[src/rtl/mem_port_ctrl.sv]
// Shared memory-port sequencer: data access before fetch, one access at a time, global pipeline stall.
// Latency: mem_req_o one cycle after a request is seen, rdata valid the cycle after ack; stalls pipeline until served.
module mem_port_ctrl #(
   parameter int unsigned TIMEOUT = 15
) (
   input  logic        clk_i,
   input  logic        rst_n_i,
   input  logic        d_read_i,
   input  logic        d_write_i,
   input  logic [31:0] d_addr_i,
   input  logic [31:0] d_wdata_i,
   output logic [31:0] d_rdata_o,
   input  logic        i_req_i,
   input  logic [31:0] i_addr_i,
   output logic [31:0] i_rdata_o,
   output logic        stall_o,
   output logic        mem_req_o,
   output logic        mem_we_o,
   output logic [31:0] mem_addr_o,
   output logic [31:0] mem_wdata_o,
   input  logic        mem_ack_i,
   input  logic [31:0] mem_rdata_i,
   output logic        err_o
);

   typedef enum logic [1:0] {IDLE, DATA, INST} state_t;

   localparam logic [7:0] TO = 8'(TIMEOUT);

   state_t      state_q, state_d;
   logic        served_d_q, served_d_d;
   logic        served_i_q, served_i_d;
   logic [7:0]  cnt_q, cnt_d;
   logic        we_q, we_d;
   logic [31:0] addr_q, addr_d;
   logic [31:0] wdata_q, wdata_d;
   logic [31:0] d_rdata_q, d_rdata_d;
   logic [31:0] i_rdata_q, i_rdata_d;
   logic        err_q, err_d;

   logic        pend_d, pend_i, busy, timeout;
   logic [7:0]  cnt_inc;
   logic [31:0] fill;

   assign pend_d  = (d_read_i | d_write_i) & ~served_d_q;
   assign pend_i  = i_req_i & ~served_i_q;
   assign busy    = (state_q != IDLE);
   assign cnt_inc = cnt_q + 8'd1;
   assign timeout = busy & ~mem_ack_i & (cnt_inc == TO);
   // An aborted read returns zero rather than whatever is on the bus.
   assign fill    = mem_ack_i ? mem_rdata_i : 32'h0000_0000;

   always_comb begin
      state_d    = state_q;
      served_d_d = served_d_q;
      served_i_d = served_i_q;
      cnt_d      = cnt_q;
      we_d       = we_q;
      addr_d     = addr_q;
      wdata_d    = wdata_q;
      d_rdata_d  = d_rdata_q;
      i_rdata_d  = i_rdata_q;
      err_d      = err_q;
      case (state_q)
         IDLE: begin
            if (pend_d) begin
               state_d = DATA;
               addr_d  = d_addr_i;
               wdata_d = d_wdata_i;
               we_d    = d_write_i;
               cnt_d   = 8'd0;
            end else if (pend_i) begin
               state_d = INST;
               addr_d  = i_addr_i;
               we_d    = 1'b0;
               cnt_d   = 8'd0;
            end else begin
               // Advance cycle: the pipeline moves, so the next requests are new ones.
               served_d_d = 1'b0;
               served_i_d = 1'b0;
            end
         end
         DATA, INST: begin
            if (mem_ack_i || timeout) begin
               state_d = IDLE;
               if (state_q == DATA) begin
                  served_d_d = 1'b1;
                  if (!we_q) d_rdata_d = fill;
               end else begin
                  served_i_d = 1'b1;
                  i_rdata_d  = fill;
               end
               if (!mem_ack_i) err_d = 1'b1;
            end else begin
               cnt_d = cnt_inc;
            end
         end
         default: state_d = IDLE;
      endcase
   end

   always_ff @(posedge clk_i or negedge rst_n_i) begin
      if (!rst_n_i) begin
         state_q    <= IDLE;
         served_d_q <= 1'b0;
         served_i_q <= 1'b0;
         cnt_q      <= 8'd0;
         we_q       <= 1'b0;
         addr_q     <= 32'h0;
         wdata_q    <= 32'h0;
         d_rdata_q  <= 32'h0;
         i_rdata_q  <= 32'h0;
         err_q      <= 1'b0;
      end else begin
         state_q    <= state_d;
         served_d_q <= served_d_d;
         served_i_q <= served_i_d;
         cnt_q      <= cnt_d;
         we_q       <= we_d;
         addr_q     <= addr_d;
         wdata_q    <= wdata_d;
         d_rdata_q  <= d_rdata_d;
         i_rdata_q  <= i_rdata_d;
         err_q      <= err_d;
      end
   end

   assign stall_o     = busy | pend_d | pend_i;
   assign mem_req_o   = busy;
   assign mem_we_o    = busy & we_q;
   assign mem_addr_o  = addr_q;
   assign mem_wdata_o = wdata_q;
   assign d_rdata_o   = d_rdata_q;
   assign i_rdata_o   = i_rdata_q;
   assign err_o       = err_q;

endmodule
[config.mk]
export PLATFORM = sky130hd
export DESIGN_NAME = mem_port_ctrl
export DESIGN_NICKNAME = d
export VERILOG_FILES = /design/src/rtl/mem_port_ctrl.sv
export SDC_FILE = /design/constraint.sdc
export NUM_CORES = 1
export LEC_CHECK = 0
export CORE_MARGIN = 2
export CORE_UTILIZATION = 41
export CTS_CLUSTER_DIAMETER = 60
export CTS_CLUSTER_SIZE = 28
export DETAILED_ROUTE_END_ITERATION = 6
export PLACE_DENSITY = 0.79
export SETUP_SLACK_MARGIN = 0.4
export SLEW_MARGIN = 10
export SYNTH_ARGS = -nofsm -noshare
export SYNTH_HDL_FRONTEND = slang
export SYNTH_SLANG_ARGS = --single-unit
[constraint.sdc]
create_clock -name clk_i -period 2.6 [get_ports clk_i]
set_clock_uncertainty 0.1 [all_clocks]
set_input_delay 0.78 -clock clk_i [delete_from_list [all_inputs] [get_ports clk_i]]
set_output_delay 0.78 -clock clk_i [all_outputs]
set_load 0.02 [all_outputs]
# Word-level counts from Yosys, hierarchy flattened
# Index checks and enable logic that the tools add are counted.
# W data, S select, Z words.
[classes] bitwise_logic=13 n_mux=21 reduce_logical=15 eq_ne=10 n_addsub=1
[ops] op="$mux W32" count=3
[ops] op="$mux W8" count=3
[ops] op="$pmux W8 S2" count=1
[ops] op="$ne A2 B2 Y1 const B" count=6
[ops] op="$reduce_and A5 Y1" count=2
[ops] op="$reduce_and A3 Y1" count=3
[ops] op="$add A8 B1 Y8 const B" count=1
[ops] op="$eq A8 B4 Y1 const B" count=1
[ops] op="$mux W1" count=8
[ops] op="$mux W2" count=3
[ops] op="$reduce_and A2 Y1" count=3
[ops] op="$reduce_bool A2 Y1" count=3
[ops] op="$and A1 B1 Y1" count=5
[ops] op="$not A1 Y1" count=5
[ops] op="$pmux W1 S2" count=2
[ops] op="$pmux W2 S2" count=1
[ops] op="$reduce_and A4 Y1" count=1
[ops] op="$ne A3 B3 Y1 const B" count=1
[ops] op="$or A1 B1 Y1" count=3
[ops] op="$eq A2 B1 Y1 const B" count=1
[ops] op="$eq A2 B2 Y1 const B" count=1
[ops] op="$logic_not A2 Y1" count=1
[ops] op="$reduce_or A2 Y1" count=1
[ops] op="$logic_or A1 B1 Y1" count=1
[totals] out_inout_bits=132 in_bits=134 register_bits=142 word_cells=70

# Longest topological paths before layout
[depth] depth_word=6 depth_mapped=9 depth_no_buf=7

# Worst setup path after synthesis
# No wires, ideal clock.
[synth_timing] kind="input port to flip-flop" startpoint="input d_write_i" endpoint="register cnt_q[2]" setup_slack_ns=0.348 arrival_time_ns=2.026 setup_time_ns=0.126 required_ns=2.374 stages=6 path_buffers=1 path_cell_list="o21bai_1 -> buf_2 -> nand3_1 -> nand2_1 -> nor2_1 -> a221o_1"
[synth_via] elab_chain_cells=4 elab_cells_between_ends=6 cone_classes="eq/ne (1); mux (2); bitwise (2); reduce/logical (1)"
[synth_rtl] element="from (decl)" line="9" source="input logic d_write_i,"
[synth_rtl] element="$or A1 B1 Y1 (*)" line="45" source="assign pend_d = (d_read_i | d_write_i) & ~served_d_q;"
[synth_rtl] element="$and A1 B1 Y1 (*)" line="45"
[synth_rtl] element="$ne A3 B3 Y1 (no line) / $mux W8 (equally long branches)"
[synth_rtl] element="$reduce_and A3 Y1 (no line) / $pmux W8 S2 (equally long branches)"
[synth_rtl] element="to (signal assigned)" line="118" source="cnt_q <= cnt_d;"
[synth_rtl] element="to (decl)" line="33" source="logic [7:0] cnt_q, cnt_d;"
# Mark *: on every way between the ends. The rest lies on a longest branch, timed or not.
# A chain may end at the register's enable or synchronous reset.

# Worst setup path in the final report
[layout_timing] startpoint="input i_req_i" endpoint="output stall_o"
[layout_via] elab_chain_cells=2
[layout_rtl] element="from (decl)" line="13" source="input logic i_req_i,"
[layout_rtl] element="$and A1 B1 Y1" line="46" source="assign pend_i = i_req_i & ~served_i_q;"
[layout_rtl] element="$or A1 B1 Y1" line="128" source="assign stall_o = busy | pend_d | pend_i;"
[layout_rtl] element="to (decl)" line="16" source="output logic stall_o,"
# No other way between the ends.

==> flow_summary.yaml <==
status:
  status: "completed"
yosys:
  ys.flop_type: "dfrtp_1"
  ys_types: 39
  synthArstFlopShare: 1.00
  ys_ff_latch: 142
  syn_nets: 578
  netlist_instances: 439
  yosysWarnings: 0
  syn_area_um2: 5740
  syn_area_per_cell_um2: 13.1
  synth_edf_count: 0
  seq_area_frac_synth: 0.620
finish:
  multi_input_area_um2: 2110
  syn_to_final_growth_pct: 62.2
  drive_gt1_frac: 0.174
  utilization: 0.676
  final-instance-count-excl-fill: 922
  final_net_count: 870
  nFillCells: 1045
  n_antenna_cell: 0
  final-seq-area_um2: 3550
timing:
  tightest_slew_ns: 0.533
  setup_slack_ns: 0.344
  hold_ws_ns: 0.219
  fin_crit_sh: 0.868
  fmax_mhz: 443
  period_minus_slack_ns: 2.26
  hold_viol: 0
  maxSlewHeadroom: 0.645
  grt_setup_unrepaired: "true"
  setup_viol: 0
  slew_viol_final: 0
hold_path:
  hp-class: "in2async"
power:
  power_uw: 11600
  combinationalPowerShare: 0.477
  power_frac_clock: 0.195
  powerDensity_nw_per_um2: 1240
  leakagePower_uw: 0.00451
  p_sw_frac: 0.386
  seq_power_share: 0.328
  p_switching_uw: 4460
  peakVddDrop_mv: 0.758
  p_int_uw: 7100
routing:
  drtIter0Drc: 212
  wl_per_cell_um: 17.9
  dr.pass1.iters: 4
  drt-total-wl_um: 16500
  vias: 4735
  drc: 0
  vias_per_cell: 5.14
  postRouteAntennaNets: 0
placed_design:
  hpwl_um: 11800
  placed_cells: 878
  gp_congestion: 0.820
  dp_slack_ns: -0.361
  io_buffers: 265
worst_setup_path:
  reg2reg_slack_ns: 0.44
  crit_type: "in2out"
  startpoint_type: "input port"
  r2r_start: "cnt_q[0]"
  worstPathRequired_ns: 1.72
  endpoint_kind: "primary output"
  worstReg2RegEnd: "cnt_q[6]"
  crit_arrival_ns: 1.38
  max_stage_delay_ns: 0.23
  crit_chain: "dlygate4sd2_1, nand2b_1, nand3_2, buf_6"
  crit_slowest_cell: "dlygate4sd2_1"
  reg2reg_depth: 7
  cp_max_fo: 2
floorplanning:
  die-area_um2: 15000
  die_w_um: 122
  ioPinCount: 266
  floorplan.rows: 43
  start_util: 0.416
  die_h_um: 122
  coreArea_um2: 13800
clock_network:
  clkSlewWorstSetupHoldPaths_ns: 0.06
  cts_tree: "done"
  clockBufferDepth: 2
  clock-root-buffer: "clkbuf_16"
  clk_latency_ns: 0.42
  h-tree-depth: 4
  numCtsBuffers: 17
  cts_num_sinks: 142
  cts_hold_buf: 0
grt:
  antenna_found_initial: 0
  grt_max_degree: 58
  grt_pass1_wl_um: 25400
  overflow: 0
  grt_usage: 0.223
  grt_pass1_vias: 4998
flow_run:
  maxCapViolCount: 0
[cells in the mapped netlist (5+ instances only)]
library cell / n / area, um^2
o21ai_0: 37 / 185
ha_1: 5 / 62.6
nor2_1: 6 / 22.5
nor3_1: 5 / 25.0
mux2i_1: 33 / 330
mux2_2: 35 / 394
buf_2: 11 / 55.1
a22o_1: 66 / 578
nand2_1: 38 / 143
dfrtp_1: 142 / 3550
clkbuf_1: 14 / 52.6
[worst max path at each step]
stage	cells after the start	endpoint	slack, ns	start
finish	4	stall_o	0.34	i_req_i
global route	4	stall_o	0.34	state_q[0]
global placement	4	stall_o	-0.35	d_write_i
floorplan	7	mem_addr_o[12]	0.46	d_write_i
detailed placement	4	stall_o	-0.36	d_write_i
CTS	4	stall_o	0.27	d_write_i
[cell usage in the layout (no fill, tap or decap), drive strengths merged, types with 5 or more instances in the layout]
cell type / instances
o21ai: 39
clkdlybuf4s50: 129
inv: 5
a22o: 66
mux2i: 33
nor2: 6
nand2: 38
ha: 5
dlygate4sd2: 130
mux2: 35
dfrtp: 142
nor3: 5
nand3: 5
clkbuf: 22
buf: 42
clkinv: 6
[through the flow]
stage | TNS, ns | cell area, um^2
2_1_floorplan | 0 | 5740
3_3_place_gp | -2.93 | 8780
3_5_place_dp | -5.53 | 8780
4_1_cts | 0 | 9230
5_1_grt | 0 | 9310
6_report | 0 | 9310
[power groups by stage]
| stage | logic (uW) | registers (uW) | clock network, uW |
|---|---|---|---|
| final | 5520 | 3790 | 2250 |
| after floorplan | 1890 | 4940 | 0 |
| after global routing | 5920 | 3900 | 2390 |
| after detailed placement | 6050 | 3850 | 0 |
| after CTS | 5490 | 3790 | 2290 |
| after global placement | 5920 | 3800 | 0 |
[registers in the layout, indices dropped and copies added, names as in the netlist]
| register | cells |
|---|---|
| mem_addr_o | 32 |
| d_rdata_o | 32 |
| we_q | 1 |
| state_q | 2 |
| i_rdata_o | 32 |
| served_i_q | 1 |
| mem_wdata_o | 32 |
| err_o | 1 |
| cnt_q | 8 |
| served_d_q | 1 |
[timing repair]
item | 4_1_cts | 5_1_grt
cloned | 0 | 0
pin swaps | 4 | 7
setup endpoints to repair | 262 | 76
buffers inserted | 7 | 7
resized for setup | 153 | 12
[critical path, delay by kind of cell]
| kind | cells | cell delay [ns] |
|---|---|---|
| buffers and inverters | 2 | 0.38 |
| and+or+nand+nor | 2 | 0.22 |
[cell families (layout without fill, tap and decap cells)]
group | count (synthesis) | count (layout) | share of synthesized area
adders and majority gates | 5 | 5 | 0.0109
DFF | 142 | 142 | 0.620
AOI/OAI and AO/OA | 117 | 117 | 0.154
muxes | 68 | 68 | 0.126
buffers and inverters | 34 | 337 | 0.0253
and+or+nand+nor | 71 | 71 | 0.0611
xor gates and xnor gates | 2 | 2 | 0.00305
[layer usage]
metal  GRT usage  up-vias  share of wire
li1            -     2185              -
met1       0.241     2300           0.38
met2       0.387      218           0.50
met3      0.0911       32          0.096
met4      0.0905        0          0.023
met5           0        -              0
[cell type report]
class,count,share of cell area
Multi-Input combinational cell,263,0.227
Clock buffer,20,0.0491
Tap cell,180,0.0242
Clock inverter,10,0.00982
Inverter,4,0.00161
Sequential cell,142,0.382
Timing Repair Buffer,303,0.307
Note: power is estimated with default switching activity, not from simulation.
